$ cat config.mk
export PLATFORM = sky130hd
export DESIGN_NAME = fazyrv_rf_ram_bridge
export DESIGN_NICKNAME = d
export VERILOG_FILES = /design/src/rtl/fazyrv_rf_ram_bridge.sv
export SDC_FILE = /design/constraint.sdc
export NUM_CORES = 1
export LEC_CHECK = 0
export CAP_MARGIN = 10
export CORE_MARGIN = 4
export CORE_UTILIZATION = 45
export CTS_BUF_LIST = sky130_fd_sc_hd__clkbuf_8
export CTS_CLUSTER_SIZE = 16
export DETAILED_ROUTE_END_ITERATION = 10
export GPL_TIMING_DRIVEN = 0
export PLACE_DENSITY = 0.69
export SYNTH_ARGS = -nofsm -noshare
export SYNTH_HDL_FRONTEND = slang
export SYNTH_SLANG_ARGS = --single-unit
export TNS_END_PERCENT = 5
$ cat constraint.sdc
create_clock -name clk_i -period 2.45 [get_ports clk_i]
set_input_delay 0.49 -clock clk_i [delete_from_list [all_inputs] [get_ports clk_i]]
set_output_delay 0.49 -clock clk_i [all_outputs]
set_load 0.1 [all_outputs]
$ cat src/rtl/fazyrv_rf_ram_bridge.sv
`default_nettype none
// ============================================================================
// Module   : fazyrv_rf_ram_bridge
// Purpose  : Serialises 32-bit register-file word requests onto a narrow
//            single-port synchronous SRAM (RAM_DW bits) and reassembles reads.
// Option   : FAZYRV_RF_ZERO_SKIP_EN - accesses to word address 0 issue no beats.
// Revision : 1.0 - initial release
// ============================================================================
module fazyrv_rf_ram_bridge #(
    parameter int ADR_WIDTH = 5,
    parameter int RAM_DW    = 8,
    parameter int DUAL_RD   = 0
) (
    input  logic                                  clk_i,
    input  logic                                  rst_in,
    input  logic                                  ram_we_i,
    input  logic [ADR_WIDTH-1:0]                  ram_waddr_i,
    input  logic [31:0]                           ram_wdata_i,
    input  logic                                  ram_re_i,
    input  logic [ADR_WIDTH-1:0]                  ram_raddr_ab_i,
    input  logic [ADR_WIDTH-1:0]                  ram_raddr_b_i,
    output logic [31:0]                           ram_rdata_ab_o,
    output logic [31:0]                           ram_rdata_b_o,
    output logic                                  rvalid_o,
    output logic                                  busy_o,
    output logic [ADR_WIDTH+$clog2(32/RAM_DW)-1:0] mem_adr_o,
    output logic                                  mem_we_o,
    output logic [RAM_DW-1:0]                     mem_wdata_o,
    input  logic [RAM_DW-1:0]                     mem_rdata_i
);

    localparam int c_N  = 32 / RAM_DW;
    localparam int c_BW = $clog2(c_N);
    localparam int c_CW = (c_BW > 0) ? c_BW : 1;
    localparam int c_AW = ADR_WIDTH + c_BW;

`ifdef FAZYRV_RF_ZERO_SKIP_EN
    localparam bit c_ZERO_SKIP = 1'b1;
`else
    localparam bit c_ZERO_SKIP = 1'b0;
`endif

    typedef enum logic [2:0] {
        S_IDLE  = 3'd0,
        S_WR    = 3'd1,
        S_RD_A  = 3'd2,
        S_RD_B  = 3'd3,
        S_DRAIN = 3'd4
    } state_t;

    state_t                 r_state, w_state_nxt;
    logic [c_CW-1:0]        r_cnt, w_cnt_nxt;
    logic [ADR_WIDTH-1:0]   r_waddr, r_raddr_ab, r_raddr_b;
    logic [31:0]            r_wdata;
    logic                   r_rd_pend, r_skip_a, r_skip_b;
    logic                   r_cap_a, r_cap_b;
    logic [31:0]            r_asm_a, r_asm_b, r_rdata_ab, r_rdata_b;
    logic                   r_rvalid, r_busy, r_mem_we;
    logic [c_AW-1:0]        r_mem_adr;
    logic [RAM_DW-1:0]      r_mem_wdata;

    logic                   w_accept, w_last, w_wr_go, w_in_skip_a, w_in_skip_b;
    logic [ADR_WIDTH-1:0]   w_src_waddr, w_src_ab, w_src_b, w_adr_word;
    logic [31:0]            w_src_wdata, w_wdata_sh;
    logic                   w_mem_we_nxt;
    logic [c_AW-1:0]        w_mem_adr_nxt;
    logic [RAM_DW-1:0]      w_mem_wdata_nxt;
    logic [RAM_DW+31:0]     w_cat_a, w_cat_b;
    logic [31:0]            w_sh_a, w_sh_b;

    // First read state after the write phase (or after acceptance), skipping zero-address words
    function automatic state_t f_rd_entry(input logic skip_a, input logic skip_b);
        if (!skip_a)      return S_RD_A;
        else if (!skip_b) return S_RD_B;
        else              return S_DRAIN;
    endfunction

    assign w_accept    = (r_state == S_IDLE) && (ram_we_i || ram_re_i);
    assign w_last      = (r_cnt == c_CW'(c_N - 1));
    assign w_wr_go     = ram_we_i && !(c_ZERO_SKIP && (ram_waddr_i == '0));
    assign w_in_skip_a = c_ZERO_SKIP && (ram_raddr_ab_i == '0);
    assign w_in_skip_b = (DUAL_RD == 0) || (c_ZERO_SKIP && (ram_raddr_b_i == '0));

    // The first beat is registered on the acceptance edge, so IDLE uses the live inputs
    assign w_src_waddr = (r_state == S_IDLE) ? ram_waddr_i    : r_waddr;
    assign w_src_ab    = (r_state == S_IDLE) ? ram_raddr_ab_i : r_raddr_ab;
    assign w_src_b     = (r_state == S_IDLE) ? ram_raddr_b_i  : r_raddr_b;
    assign w_src_wdata = (r_state == S_IDLE) ? ram_wdata_i    : r_wdata;

    assign w_cat_a = {mem_rdata_i, r_asm_a};
    assign w_cat_b = {mem_rdata_i, r_asm_b};
    assign w_sh_a  = w_cat_a[RAM_DW +: 32];
    assign w_sh_b  = w_cat_b[RAM_DW +: 32];

    always_comb begin
        w_state_nxt = r_state;
        w_cnt_nxt   = r_cnt;
        case (r_state)
            S_IDLE: begin
                w_cnt_nxt = '0;
                if (w_wr_go)
                    w_state_nxt = S_WR;
                else if (ram_re_i)
                    w_state_nxt = f_rd_entry(w_in_skip_a, w_in_skip_b);
            end
            S_WR: begin
                if (w_last) begin
                    w_cnt_nxt   = '0;
                    w_state_nxt = r_rd_pend ? f_rd_entry(r_skip_a, r_skip_b) : S_IDLE;
                end else begin
                    w_cnt_nxt = r_cnt + 1'b1;
                end
            end
            S_RD_A: begin
                if (w_last) begin
                    w_cnt_nxt   = '0;
                    w_state_nxt = r_skip_b ? S_DRAIN : S_RD_B;
                end else begin
                    w_cnt_nxt = r_cnt + 1'b1;
                end
            end
            S_RD_B: begin
                if (w_last) begin
                    w_cnt_nxt   = '0;
                    w_state_nxt = S_DRAIN;
                end else begin
                    w_cnt_nxt = r_cnt + 1'b1;
                end
            end
            S_DRAIN: begin
                w_cnt_nxt   = '0;
                w_state_nxt = S_IDLE;
            end
            default: begin
                w_cnt_nxt   = '0;
                w_state_nxt = S_IDLE;
            end
        endcase
    end

    always_comb begin
        w_adr_word = '0;
        case (w_state_nxt)
            S_WR:    w_adr_word = w_src_waddr;
            S_RD_A:  w_adr_word = w_src_ab;
            S_RD_B:  w_adr_word = w_src_b;
            default: w_adr_word = '0;
        endcase
        w_mem_adr_nxt   = (c_AW'(w_adr_word) << c_BW) | c_AW'(w_cnt_nxt);
        w_mem_we_nxt    = (w_state_nxt == S_WR);
        w_wdata_sh      = w_src_wdata >> (int'(w_cnt_nxt) * RAM_DW);
        w_mem_wdata_nxt = w_mem_we_nxt ? w_wdata_sh[RAM_DW-1:0] : '0;
    end

    always_ff @(posedge clk_i or negedge rst_in) begin
        if (!rst_in) begin
            r_state     <= S_IDLE;
            r_cnt       <= '0;
            r_waddr     <= '0;
            r_raddr_ab  <= '0;
            r_raddr_b   <= '0;
            r_wdata     <= '0;
            r_rd_pend   <= 1'b0;
            r_skip_a    <= 1'b0;
            r_skip_b    <= 1'b0;
            r_cap_a     <= 1'b0;
            r_cap_b     <= 1'b0;
            r_asm_a     <= '0;
            r_asm_b     <= '0;
            r_rdata_ab  <= '0;
            r_rdata_b   <= '0;
            r_rvalid    <= 1'b0;
            r_busy      <= 1'b0;
            r_mem_we    <= 1'b0;
            r_mem_adr   <= '0;
            r_mem_wdata <= '0;
        end else begin
            r_state     <= w_state_nxt;
            r_cnt       <= w_cnt_nxt;
            r_busy      <= (w_state_nxt != S_IDLE);
            r_mem_we    <= w_mem_we_nxt;
            r_mem_adr   <= w_mem_adr_nxt;
            r_mem_wdata <= w_mem_wdata_nxt;
            // SRAM data lags the address by one cycle
            r_cap_a     <= (r_state == S_RD_A);
            r_cap_b     <= (r_state == S_RD_B);
            r_rvalid    <= (r_state == S_DRAIN);

            if (w_accept) begin
                r_waddr    <= ram_waddr_i;
                r_wdata    <= ram_wdata_i;
                r_raddr_ab <= ram_raddr_ab_i;
                r_raddr_b  <= ram_raddr_b_i;
                r_rd_pend  <= ram_re_i;
                r_skip_a   <= w_in_skip_a;
                r_skip_b   <= w_in_skip_b;
                if (ram_re_i) begin
                    r_asm_a <= '0;
                    r_asm_b <= '0;
                end
            end else begin
                if (r_cap_a) r_asm_a <= w_sh_a;
                if (r_cap_b) r_asm_b <= w_sh_b;
            end

            if (r_state == S_DRAIN) begin
                r_rdata_ab <= r_cap_a ? w_sh_a : r_asm_a;
                r_rdata_b  <= r_cap_b ? w_sh_b : r_asm_b;
            end
        end
    end

    assign ram_rdata_ab_o = r_rdata_ab;
    assign ram_rdata_b_o  = r_rdata_b;
    assign rvalid_o       = r_rvalid;
    assign busy_o         = r_busy;
    assign mem_adr_o      = r_mem_adr;
    assign mem_we_o       = r_mem_we;
    assign mem_wdata_o    = r_mem_wdata;

endmodule
`default_nettype wire

==> results.yml <==
detailed_routing:
  drt-pass1-iter-count: 6
  finalWirelength_um: 20500
  via_count: 5960
  avgViaCountPerCell: 5.55
  drcViolationCount: 0
  drt_iter0_markers: 404
  avgRoutedWirePerCell_um: 19.1
  route.antenna.remaining_nets: 0
synth:
  synth_mux_area_share_pct: 16.6
  yosys_warning_count: 0
  synthXorXnorAreaFrac_pct: 0
  combinational_family_with_the_most_area_after_synthesis: "multiplexers"
  synth.net_count: 733
  synth-simple-area-share_pct: 6.72
  netlist_instances: 672
  synth.cell_area_mm2: 0.00841
  synth_area_per_cell_um2: 12.5
  synth_compound_area_share_pct: 13.9
  postSynthRegisterBits: 200
  ys_types: 42
  yosys.area_share.adder_pct: 0.297
  synth.yosys.seq_area_share_pct: 59.5
clock_network:
  h-tree-depth: 4
  cts_root_buf: "sky130_fd_sc_hd__clkbuf_8"
  clk_transition_reported_paths_ns: 0.11
  numClockSinks: 200
  cts-buffers-inserted: 17
  post_cts_setup_bufs: 0
  worstSkewPairLatency_ns: 0.47
  cts_max_path_buffers: 2
  tritoncts: "built"
finish:
  n_antenna_cell: 0
  drive_gt1_share_pct: 13.0
  synthToLayoutAreaGrowth_pct: 24.2
  layout.core_utilization_pct: 57.6
  final_nets: 893
critical_path:
  reg2regPathDepth: 5
  worstPathArrival_ns: 2.76
  critical_path.endpoint: "mem_adr_o[6]$_DFF_PN0_"
  crit_slowest_cell: "sky130_fd_sc_hd__mux4_1"
  worst_setup_path_end_kind: "register"
  path_max_fanout: 10
  worstSetupPathDepth: 5
  worstPathCellList: "buf_6 -> nor3_2 -> buf_2 -> mux4_1 -> a221o_1"
  cp_num_buf_inv: 2
  critical_path_source_type: "register"
  cpPeakStageDelay_ns: 0.60
  worst-endpoint-required_ns: 2.80
  timing.rr.start: "r_state[1]$_DFF_PN0_"
  worst-r2r-setup-slack_ns: 0.04
  crit_path_start: "r_state[1]$_DFF_PN0_"
  critical-path-top-delay-family: "multiplexers"
  reg2reg_to: "mem_adr_o[6]$_DFF_PN0_"
  crit_type: "register to register"
floorplanning:
  dieWidth_um: 145
  core-area_mm2: 0.0181
  floorplan.initialDensity_pct: 46.4
  pin_count: 141
  die_area_mm2: 0.0209
  chipHeight_um: 145
  std_cell_rows: 49
global_routing:
  grtUsageMet2_pct: 33.7
  grt_antenna_before_repair: 0
  pin_count_of_the_biggest_net_entering_global_routing: 105
  grt.total_usage_pct: 20.2
  grt_overflow_total: 0
  global_route.usage.met3_pct: 3.48
  top_usage_layer: "met2"
  grt_first_pass_wirelength_um: 33400
  groute.layer.met1.usage_pct: 28.1
  first_global_vias: 6429
sta:
  slew_headroom_pct: 30.5
  final-max-slew-violation-count: 0
  final.setup_skew_ns: 0.0200
  highest_clock_rate_ghz: 0.415
  finalCritPeriodShare_pct: 98.3
  setup_slack_ns: 0.0411
  hold-worst-slack_ns: 0.0444
  max_slew.worst_pin.slew_ns: 1.05
  timing.final.hold_violations: 0
  rsz0062_at_grt: "yes"
  period_needed_ns: 2.41
  setup_violations: 0
hold_path:
  worst_hold_path_type: "primary input to async pin"
placement:
  detailedPlacementHpwl_um: 14600
  detailedPlace.worstSlack_ns: -0.175
  gp_routability_congestion: 0.812
  buffer_ports.inserted: 140
flow_run:
  drv.max_cap_violation_count: 0
outcome:
  status: "completed"
==> Yosys cell counts <==
library cell	n	share of area, %
sky130_fd_sc_hd__a211oi_1	9	0.80
sky130_fd_sc_hd__nor3_2	1	0.12
sky130_fd_sc_hd__buf_1	4	0.18
sky130_fd_sc_hd__o21ba_2	2	0.24
sky130_fd_sc_hd__o21a_1	1	0.089
sky130_fd_sc_hd__and2_1	1	0.074
sky130_fd_sc_hd__or2_2	3	0.22
sky130_fd_sc_hd__a31oi_1	1	0.074
sky130_fd_sc_hd__buf_2	12	0.71
sky130_fd_sc_hd__a21boi_1	2	0.18
sky130_fd_sc_hd__nor2_1	77	3.4
sky130_fd_sc_hd__clkinv_1	1	0.045
sky130_fd_sc_hd__a21o_1	1	0.089
sky130_fd_sc_hd__or3b_1	1	0.10
sky130_fd_sc_hd__a221oi_1	1	0.10
sky130_fd_sc_hd__mux4_2	1	0.27
sky130_fd_sc_hd__a2111oi_0	8	0.83
sky130_fd_sc_hd__clkbuf_1	28	1.2
sky130_fd_sc_hd__nand4b_1	1	0.10
sky130_fd_sc_hd__mux4_1	4	1.2
sky130_fd_sc_hd__buf_4	2	0.18
sky130_fd_sc_hd__and3_1	9	0.67
sky130_fd_sc_hd__inv_1	5	0.22
sky130_fd_sc_hd__mux2i_1	73	8.7
sky130_fd_sc_hd__nand3b_1	1	0.089
sky130_fd_sc_hd__ha_1	2	0.30
sky130_fd_sc_hd__o211ai_1	1	0.089
sky130_fd_sc_hd__a221o_1	5	0.59
sky130_fd_sc_hd__nand2_2	1	0.074
sky130_fd_sc_hd__nand3_1	2	0.12
sky130_fd_sc_hd__nand2b_1	1	0.074
sky130_fd_sc_hd__nor2b_1	1	0.074
sky130_fd_sc_hd__nor4b_1	5	0.52
sky130_fd_sc_hd__nand2_1	18	0.80
sky130_fd_sc_hd__a21oi_1	69	4.1
sky130_fd_sc_hd__buf_6	3	0.40
sky130_fd_sc_hd__dfrtp_1	200	59
sky130_fd_sc_hd__and2b_1	1	0.089
sky130_fd_sc_hd__a22o_1	64	6.7
sky130_fd_sc_hd__mux2_2	48	6.4
sky130_fd_sc_hd__and2_0	1	0.074
sky130_fd_sc_hd__or3_1	1	0.074
==> cell usage in the layout, fill, tap and decap left out, drive strengths merged, types with 3 or more instances in the layout <==
cell	n
a2111oi	8
a211oi	9
a21oi	69
a221o	5
a22o	64
and3	9
buf	23
clkbuf	45
clkdlybuf4s50	57
clkinv	7
dfrtp	200
dlygate4sd2	82
inv	13
mux2	48
mux2i	73
mux4	5
nand2	19
nor2	77
nor4b	5
or2	3
==> per-stage QoR <==
step / instances / setup TNS (ns) / area [µm²]
finish: 1074 / 0 / 10500
global route: 1074 / -0.708 / 10500
CTS: 1074 / 0 / 10400
detailed placement: 1042 / -7.86 / 10100
global placement: 1041 / -1416.26 / 10100
floorplan: 672 / 0 / 8410
==> sequential cells by signal (all words and copies together) (netlist names), 7 cells and up <==
register / cells
ram_rdata_ab_o: 32
r_asm_b: 32
mem_adr_o: 7
r_asm_a: 32
mem_wdata_o: 8
r_wdata: 32
ram_rdata_b_o: 32
==> area by class of cell <==
class	count	area (µm²)
fill	1545	7700
sequential	200	5010
multi-input combinational	417	3160
timing repair buffer	141	1330
tap	229	287
clock buffer	17	234
buffer	49	229
clock inverter	15	181
inverter	6	22.5
==> cell families after synthesis <==
logic type	after synthesis
adder cells (fa/ha/maj)	2
AO/OA/AOI/OAI	164
AND/OR/NAND/NOR	125
multiplexers	126
flip-flops	200
buffers and inverters	55
==> what timing repair did <==
item                                   CTS  global route
setup endpoints to repair               82            26
endpoints found under the hold margin    0             0
hold buffers                             0             0
pin swaps                                0             0
gates resized for setup                 82             1
==> routing by layer <==
metal  part of all wire, %  routed length, µm
met1                    45               9150
met2                    51              10500
met3                   3.6                731
met4                  0.32                 66
met5                     0                  0
==> how the worst min path moves through the flow <==
stage	from	to	slack [ns]	depth (start not counted)
6_report	rst_in	mem_adr_o[3]$_DFF_PN0_	0.04	1
5_1_grt	rst_in	mem_adr_o[3]$_DFF_PN0_	0.09	1
4_1_cts	rst_in	mem_adr_o[3]$_DFF_PN0_	0.08	1
3_5_place_dp	r_asm_b[0]$_DFFE_PN0P_	r_asm_b[0]$_DFFE_PN0P_	0.48	1
3_3_place_gp	r_waddr[4]$_DFFE_PN0P_	r_waddr[4]$_DFFE_PN0P_	0.48	1
2_1_floorplan	rst_in	busy_o$_DFF_PN0_	0.19	0
Power is not shown: default switching activity piles up to over one toggle a cycle in this logic, so the estimate is an artifact.
